### config.mk
export PLATFORM = sky130hd
export DESIGN_NAME = bus_share_arbiter_flat
export DESIGN_NICKNAME = d
export VERILOG_FILES = /design/src/rtl/bus_share_arbiter_if.sv /design/src/rtl/bus_share_arbiter.sv /design/src/flat_wrapper.sv
export SDC_FILE = /design/constraint.sdc
export NUM_CORES = 1
export LEC_CHECK = 0
export CORE_UTILIZATION = 43
export DETAILED_ROUTE_END_ITERATION = 12
export GPL_ROUTABILITY_DRIVEN = 0
export PLACE_DENSITY = 0.92
export SLEW_MARGIN = 20
export SYNTH_ARGS = -nofsm -noshare
export SYNTH_HDL_FRONTEND = slang
export SYNTH_SLANG_ARGS = --single-unit
### constraint.sdc
create_clock -name clk_i -period 4.1 [get_ports clk_i]
set_clock_uncertainty 0.05 [all_clocks]
set_input_delay 0.615 -clock clk_i [delete_from_list [all_inputs] [get_ports clk_i]]
set_output_delay 0.615 -clock clk_i [all_outputs]
set_load 0.005 [all_outputs]
### src/rtl/bus_share_arbiter_if.sv
// Bundle of master-side command/response signals and the shared bus
// between the arbiter (slave modport) and its environment (master modport).
interface bus_share_arbiter_if #(
    parameter int NumReq        = 2,
    parameter int address_width = 16,
    parameter int data_width    = 8
);
    // Handshake: a master raises req_i with a stable we/addr/wdata and keeps
    // them until the arbiter returns a one-cycle ack_o on that master's bit;
    // the command is only sampled while the arbiter is idle, and a request
    // that has been issued on the bus always completes with an ack.
    logic [NumReq-1:0]               req_i;
    logic [NumReq-1:0]               we_i;
    logic [NumReq*address_width-1:0] addr_i;
    logic [NumReq*data_width-1:0]    wdata_i;
    logic [NumReq-1:0]               lock_i;
    logic [NumReq-1:0]               ack_o;
    logic [data_width-1:0]           rdata_o;
    logic [NumReq-1:0]               gnt_o;
    logic                            bus_en_o;
    logic                            bus_we_o;
    logic [address_width-1:0]        bus_addr_o;
    logic [data_width-1:0]           bus_wdata_o;
    logic [data_width-1:0]           bus_rdata_i;

    modport master (
        output req_i, we_i, addr_i, wdata_i, lock_i, bus_rdata_i,
        input  ack_o, rdata_o, gnt_o, bus_en_o, bus_we_o, bus_addr_o, bus_wdata_o
    );

    modport slave (
        input  req_i, we_i, addr_i, wdata_i, lock_i, bus_rdata_i,
        output ack_o, rdata_o, gnt_o, bus_en_o, bus_we_o, bus_addr_o, bus_wdata_o
    );
endinterface

### src/rtl/bus_share_arbiter.sv
// Round-robin arbiter that shares one 6502-side bus between NumReq masters,
// issuing one registered bus cycle per grant with optional per-master lock.
module bus_share_arbiter #(
    parameter int NumReq        = 2,
    parameter int address_width = 16,
    parameter int data_width    = 8,
    parameter int ReadLatency   = 1
) (
    input  logic                clk_i,
    input  logic                reset_i,
    bus_share_arbiter_if.slave  bus,
    output logic [1:0]          state_dbg
);
    localparam int IdxW = $clog2(NumReq);
    localparam int CntW = 3;

    typedef enum logic [1:0] {IDLE, ISSUE, WAIT, ACK} state_t;

    state_t                   state_q, state_d;
    logic [IdxW-1:0]          last_q, last_d;
    logic [IdxW-1:0]          owner_q, owner_d;
    logic [CntW-1:0]          cnt_q, cnt_d;
    logic [NumReq-1:0]        gnt_q, gnt_d;
    logic [NumReq-1:0]        ack_q, ack_d;
    logic                     en_q, en_d;
    logic                     we_q, we_d;
    logic [address_width-1:0] addr_q, addr_d;
    logic [data_width-1:0]    wdata_q, wdata_d;
    logic [data_width-1:0]    rdata_q, rdata_d;

    logic [IdxW:0]            sel;
    logic                     sel_valid;
    logic [IdxW-1:0]          sel_idx;

    // Locked previous owner keeps the bus; otherwise scan from last+1 upward.
    function automatic logic [IdxW:0] pick(input logic [NumReq-1:0] req,
                                           input logic [NumReq-1:0] lock,
                                           input logic [IdxW-1:0]   last);
        logic [IdxW-1:0] cand;
        logic            found;
        pick  = '0;
        found = 1'b0;
        if (lock[last] && req[last]) begin
            pick  = {1'b1, last};
            found = 1'b1;
        end
        for (int k = 1; k <= NumReq; k++) begin
            cand = IdxW'((int'(last) + k) % NumReq);
            if (!found && req[cand]) begin
                pick  = {1'b1, cand};
                found = 1'b1;
            end
        end
    endfunction

    always_comb begin
        sel       = pick(bus.req_i, bus.lock_i, last_q);
        sel_valid = sel[IdxW];
        sel_idx   = sel[IdxW-1:0];
    end

    always_comb begin
        state_d = state_q;
        last_d  = last_q;
        owner_d = owner_q;
        cnt_d   = cnt_q;
        gnt_d   = gnt_q;
        ack_d   = '0;
        en_d    = 1'b0;
        we_d    = we_q;
        addr_d  = addr_q;
        wdata_d = wdata_q;
        rdata_d = rdata_q;
        case (state_q)
            IDLE: begin
                if (sel_valid) begin
                    state_d          = ISSUE;
                    owner_d          = sel_idx;
                    gnt_d            = '0;
                    gnt_d[sel_idx]   = 1'b1;
                    en_d             = 1'b1;
                    we_d             = bus.we_i[sel_idx];
                    addr_d           = bus.addr_i[int'(sel_idx)*address_width +: address_width];
                    wdata_d          = bus.wdata_i[int'(sel_idx)*data_width +: data_width];
                end
            end
            ISSUE: begin
                state_d = WAIT;
                cnt_d   = CntW'(ReadLatency - 1);
            end
            WAIT: begin
                if (cnt_q == '0) begin
                    // Captured for writes too; the value is simply meaningless then.
                    rdata_d = bus.bus_rdata_i;
                    ack_d   = gnt_q;
                    state_d = ACK;
                end else begin
                    cnt_d = cnt_q - 1'b1;
                end
            end
            ACK: begin
                state_d = IDLE;
                gnt_d   = '0;
                last_d  = owner_q;
            end
            default: state_d = IDLE;
        endcase
    end

    always_ff @(posedge clk_i or negedge reset_i) begin
        if (!reset_i) begin
            state_q <= IDLE;
            last_q  <= IdxW'(NumReq - 1);
            owner_q <= '0;
            cnt_q   <= '0;
            gnt_q   <= '0;
            ack_q   <= '0;
            en_q    <= 1'b0;
            we_q    <= 1'b0;
            addr_q  <= '0;
            wdata_q <= '0;
            rdata_q <= '0;
        end else begin
            state_q <= state_d;
            last_q  <= last_d;
            owner_q <= owner_d;
            cnt_q   <= cnt_d;
            gnt_q   <= gnt_d;
            ack_q   <= ack_d;
            en_q    <= en_d;
            we_q    <= we_d;
            addr_q  <= addr_d;
            wdata_q <= wdata_d;
            rdata_q <= rdata_d;
        end
    end

    assign bus.gnt_o       = gnt_q;
    assign bus.ack_o       = ack_q;
    assign bus.rdata_o     = rdata_q;
    assign bus.bus_en_o    = en_q;
    assign bus.bus_we_o    = we_q;
    assign bus.bus_addr_o  = addr_q;
    assign bus.bus_wdata_o = wdata_q;
    assign state_dbg       = state_q;
endmodule

### src/flat_wrapper.sv
// flat-port wrapper written by rule: the top's interface ports become plain ports
module bus_share_arbiter_flat 
#(
    parameter int NumReq        = 2,
    parameter int address_width = 16,
    parameter int data_width    = 8,
    parameter int ReadLatency   = 1
)
  (clk_i, reset_i, state_dbg, bus_req_i, bus_we_i, bus_addr_i, bus_wdata_i, bus_lock_i, bus_bus_rdata_i, bus_ack_o, bus_rdata_o, bus_gnt_o, bus_bus_en_o, bus_bus_we_o, bus_bus_addr_o, bus_bus_wdata_o);
  bus_share_arbiter_if #(.NumReq(NumReq), .address_width(address_width), .data_width(data_width)) bus_i ();
  input  logic clk_i;
  input  logic reset_i;
  output logic [1:0] state_dbg;
  input wire logic [$bits(bus_i.req_i)-1:0] bus_req_i;
  input wire logic [$bits(bus_i.we_i)-1:0] bus_we_i;
  input wire logic [$bits(bus_i.addr_i)-1:0] bus_addr_i;
  input wire logic [$bits(bus_i.wdata_i)-1:0] bus_wdata_i;
  input wire logic [$bits(bus_i.lock_i)-1:0] bus_lock_i;
  input wire logic [$bits(bus_i.bus_rdata_i)-1:0] bus_bus_rdata_i;
  output wire logic [$bits(bus_i.ack_o)-1:0] bus_ack_o;
  output wire logic [$bits(bus_i.rdata_o)-1:0] bus_rdata_o;
  output wire logic [$bits(bus_i.gnt_o)-1:0] bus_gnt_o;
  output wire logic [$bits(bus_i.bus_en_o)-1:0] bus_bus_en_o;
  output wire logic [$bits(bus_i.bus_we_o)-1:0] bus_bus_we_o;
  output wire logic [$bits(bus_i.bus_addr_o)-1:0] bus_bus_addr_o;
  output wire logic [$bits(bus_i.bus_wdata_o)-1:0] bus_bus_wdata_o;
  assign bus_i.req_i = bus_req_i;
  assign bus_i.we_i = bus_we_i;
  assign bus_i.addr_i = bus_addr_i;
  assign bus_i.wdata_i = bus_wdata_i;
  assign bus_i.lock_i = bus_lock_i;
  assign bus_i.bus_rdata_i = bus_bus_rdata_i;
  assign bus_ack_o = bus_i.ack_o;
  assign bus_rdata_o = bus_i.rdata_o;
  assign bus_gnt_o = bus_i.gnt_o;
  assign bus_bus_en_o = bus_i.bus_en_o;
  assign bus_bus_we_o = bus_i.bus_we_o;
  assign bus_bus_addr_o = bus_i.bus_addr_o;
  assign bus_bus_wdata_o = bus_i.bus_wdata_o;
  bus_share_arbiter #(.NumReq(NumReq), .address_width(address_width), .data_width(data_width), .ReadLatency(ReadLatency)) u_core (.clk_i(clk_i), .reset_i(reset_i), .bus(bus_i), .state_dbg(state_dbg));
endmodule
==> results.cfg <==
[status]
status = finished, violations left
failed_checks = design-rule violations

[die]
rows = 24
initial_core_util = 0.4622
die-area_um2 = 5092
die_h_um = 71.36
io_pins = 104
die_w_um = 71.36
core_um2 = 4474

[global_routing]
track_usage = 0.1971
overflow = 0
grt_pass1_wl_mm = 7.817
grt_pass1_vias = 1651
antenna_found_initial = 0
grt_max_degree = 46

[critical_path]
cp-start-kind = input port
cp-end-kind = flip-flop
r2r-start = u_core.state_dbg[0]$_DFFE_PN0P_
cp_slowest_stage_delay_ps = 750
crit_chain = clkdlybuf4s50_1 -> o21ai_2 -> and2_0 -> a221o_1
required_ps = 4270
cp.arrival_ps = 2270
crit_type = in2reg
rrSetupSlack_ps = 2140
critPathMaxFanout = 27
r2r_cells = 5
crit-reg2reg-capture = u_core.bus.bus_addr_o[6]$_DFFE_PN0P_
slowest_stage = o21ai_2

[cts]
clock_latency_ps = 280
post_cts_resized = 0
cts_buffers = 5
clockBufferDepth = 2
cts.sinks = 45
cts_tree = built
ctsHoldBuffers = 0
htreeDepth = 2
cts-root-buf = clkbuf_8
path_clk_slew_ps = 80
postCtsSetupRepairBufs = 0

[cells_and_area]
antenna_cells = 0
final_common_cell = clkdlybuf4s50_1
finalInstanceArea_um2 = 3208
syn2layout_area_growth_pct = 55.11
postLayoutCoreUtil = 0.7170
finalNetCount = 336
final_cell_mix = clkdlybuf4s50_1, dfrtp_1, a221o_1
drive_gt1_frac = 0.09057
fill_cells = 349

[synth]
synth_cell_types = 29
netlist_area_um2 = 2068
synth_area_leaders = dfrtp_1, a221o_1, mux2_2
yosys.area.top_type = dfrtp_1
synth_top_cell_area_share = 0.5324
ys_ff_latch = 45
yosys_warnings = 0
avgSynthCellArea_um2 = 12.85
yosysSeqAreaShare = 0.5451
synth_fp_nets = 232
synth_cells = 161

[timing]
timing.final.crit_share = 0.5122
finalSetupViolCount = 0
max_freq_mhz = 476.2
min_period_ps = 2100
final-hold-violation-count = 0
maxSlewViolCount = 0
tns_ps = 0
rsz0062_at_grt = false
tightest_slew_ps = 868.1
relSlewSlack = 0.4213

[detailed_routing]
viasPerCell = 5.256
wl_met1_mm = 2.079
dr.first_iter.drc_count = 94
wire_per_inst_um = 15.35
top_layer = met4
drc_errors = 7
wl_met3_um = 393
dr_wl_met2_mm = 2.312
first_pass_iters = 9
postRouteAntennaNets = 0
routed_wl_mm = 4.865
vias = 1666

[min_path]
hold_class = in2async

[power_and_ir_drop]
ir_worst_vdd_uv = 343.5
p_leak_nw = 1.345
power_switching_mw = 0.5946
clkPwrFrac = 0.136
power_frac_comb = 0.489
power_per_cell_area_nw_per_um2 = 621.6
pwr-share-seq = 0.375
cellInternalPower_mw = 1.400
switching_share = 0.2981
finalPower_mw = 1.994

[flow_run]
cap_violations = 0

[placed_design]
dpl_cell_area_um2 = 3094
port_buffers = 103
dp.final_hpwl_mm = 3.529
sequential cells by signal (all words and copies together) (netlist names):
signal                  count
u_core.bus.ack_o            2
u_core.bus.bus_addr_o      16
u_core.bus.bus_en_o         1
u_core.bus.bus_wdata_o      8
u_core.bus.bus_we_o         1
u_core.bus.gnt_o            2
u_core.bus.rdata_o          8
u_core.cnt_q                3
u_core.last_q               1
u_core.owner_q              1
u_core.state_dbg            2
power by group through the flow:
stage	combinational [mW]	sequential, mW	clock (mW)
after CTS	0.984	0.749	0.281
after detailed placement	0.983	0.752	0
final	0.976	0.747	0.272
after floorplan	0.483	0.756	0
after global routing	1.07	0.770	0.297
after global placement	0.948	0.751	0
synth_stat cells:
master,n
or2_1,1
nor3b_2,1
buf_2,1
mux2_1,1
ha_1,7
a21bo_2,1
and2_0,16
o21ai_2,1
o31ai_1,1
buf_4,2
a221o_1,25
a21oi_1,2
nand2b_1,3
xnor2_1,1
and3b_1,1
dfrtp_1,44
o21ai_0,6
o32a_1,1
nor2_1,2
nand2_1,6
nor2b_1,1
buf_6,4
a311o_1,1
and2_1,11
mux2_2,9
a31oi_4,2
inv_1,8
dfstp_2,1
nand2_2,1
logic make-up (layout without fill, tap and decap cells):
logic type,count (synthesis),in the layout,share of synthesized area
flip-flops,45,45,0.5451
XOR/XNOR,1,1,0.004235
buffers and inverters,15,119,0.04597
multiplexers,10,10,0.05445
AND/OR/NAND/NOR,43,43,0.1246
adder cells (fa/ha/maj),7,7,0.04235
AO/OA/AOI/OAI,40,40,0.1833
stage by stage:
| stage | setup slack, ps | instances | hold WS [ps] |
|---|---|---|---|
| after detailed placement | 1690 | 309 | 438.9 |
| final | 2000 | 317 | 263.5 |
| after global routing | 1876 | 317 | 299.8 |
| after CTS | 1980 | 316 | 456.8 |
| after global placement | 1747 | 309 | 424.5 |
| after floorplan | 2443 | 161 | 269.4 |
area by class of cell:
type | instances | area [um2] | area share
clock buffer | 7 | 86.33 | 0.02691
inverter | 8 | 30.03 | 0.009360
multi-input combinational | 101 | 845.8 | 0.2637
sequential | 45 | 1127 | 0.3514
tap | 52 | 65.06 | 0.02028
timing repair buffer | 104 | 1054 | 0.3284
how the worst max path moves through the flow:
| stage | start | cells after the start | endpoint | slack [ps] |
|---|---|---|---|---|
| floorplan | u_core.state_dbg[0]$_DFFE_PN0P_ | 5 | u_core.bus.rdata_o[0]$_DFFE_PN0P_ | 2440 |
| global placement | bus_req_i[0] | 4 | u_core.bus.bus_addr_o[3]$_DFFE_PN0P_ | 1750 |
| detailed placement | bus_req_i[0] | 4 | u_core.bus.bus_addr_o[15]$_DFFE_PN0P_ | 1690 |
| CTS | bus_req_i[0] | 4 | u_core.bus.bus_addr_o[5]$_DFFE_PN0P_ | 1980 |
| global route | bus_req_i[0] | 4 | u_core.bus.bus_addr_o[5]$_DFFE_PN0P_ | 1880 |
| finish | bus_req_i[0] | 4 | u_core.bus.bus_wdata_o[4]$_DFFE_PN0P_ | 2000 |
metal layers:
| metal | track usage | vias to the layer above |
|---|---|---|
| met5 | 0 | - |
| met4 | 0.05111 | 0 |
| met3 | 0.05907 | 10 |
| met2 | 0.3238 | 77 |
| met1 | 0.2555 | 790 |
| li1 | - | 789 |
worst max-delay path: cells and delay by family:
kind | cells | cell delay, ps
compound gates | 2 | 870
buf+inv | 1 | 540
simple gates | 1 | 240
(Power assumes the default switching activity.)
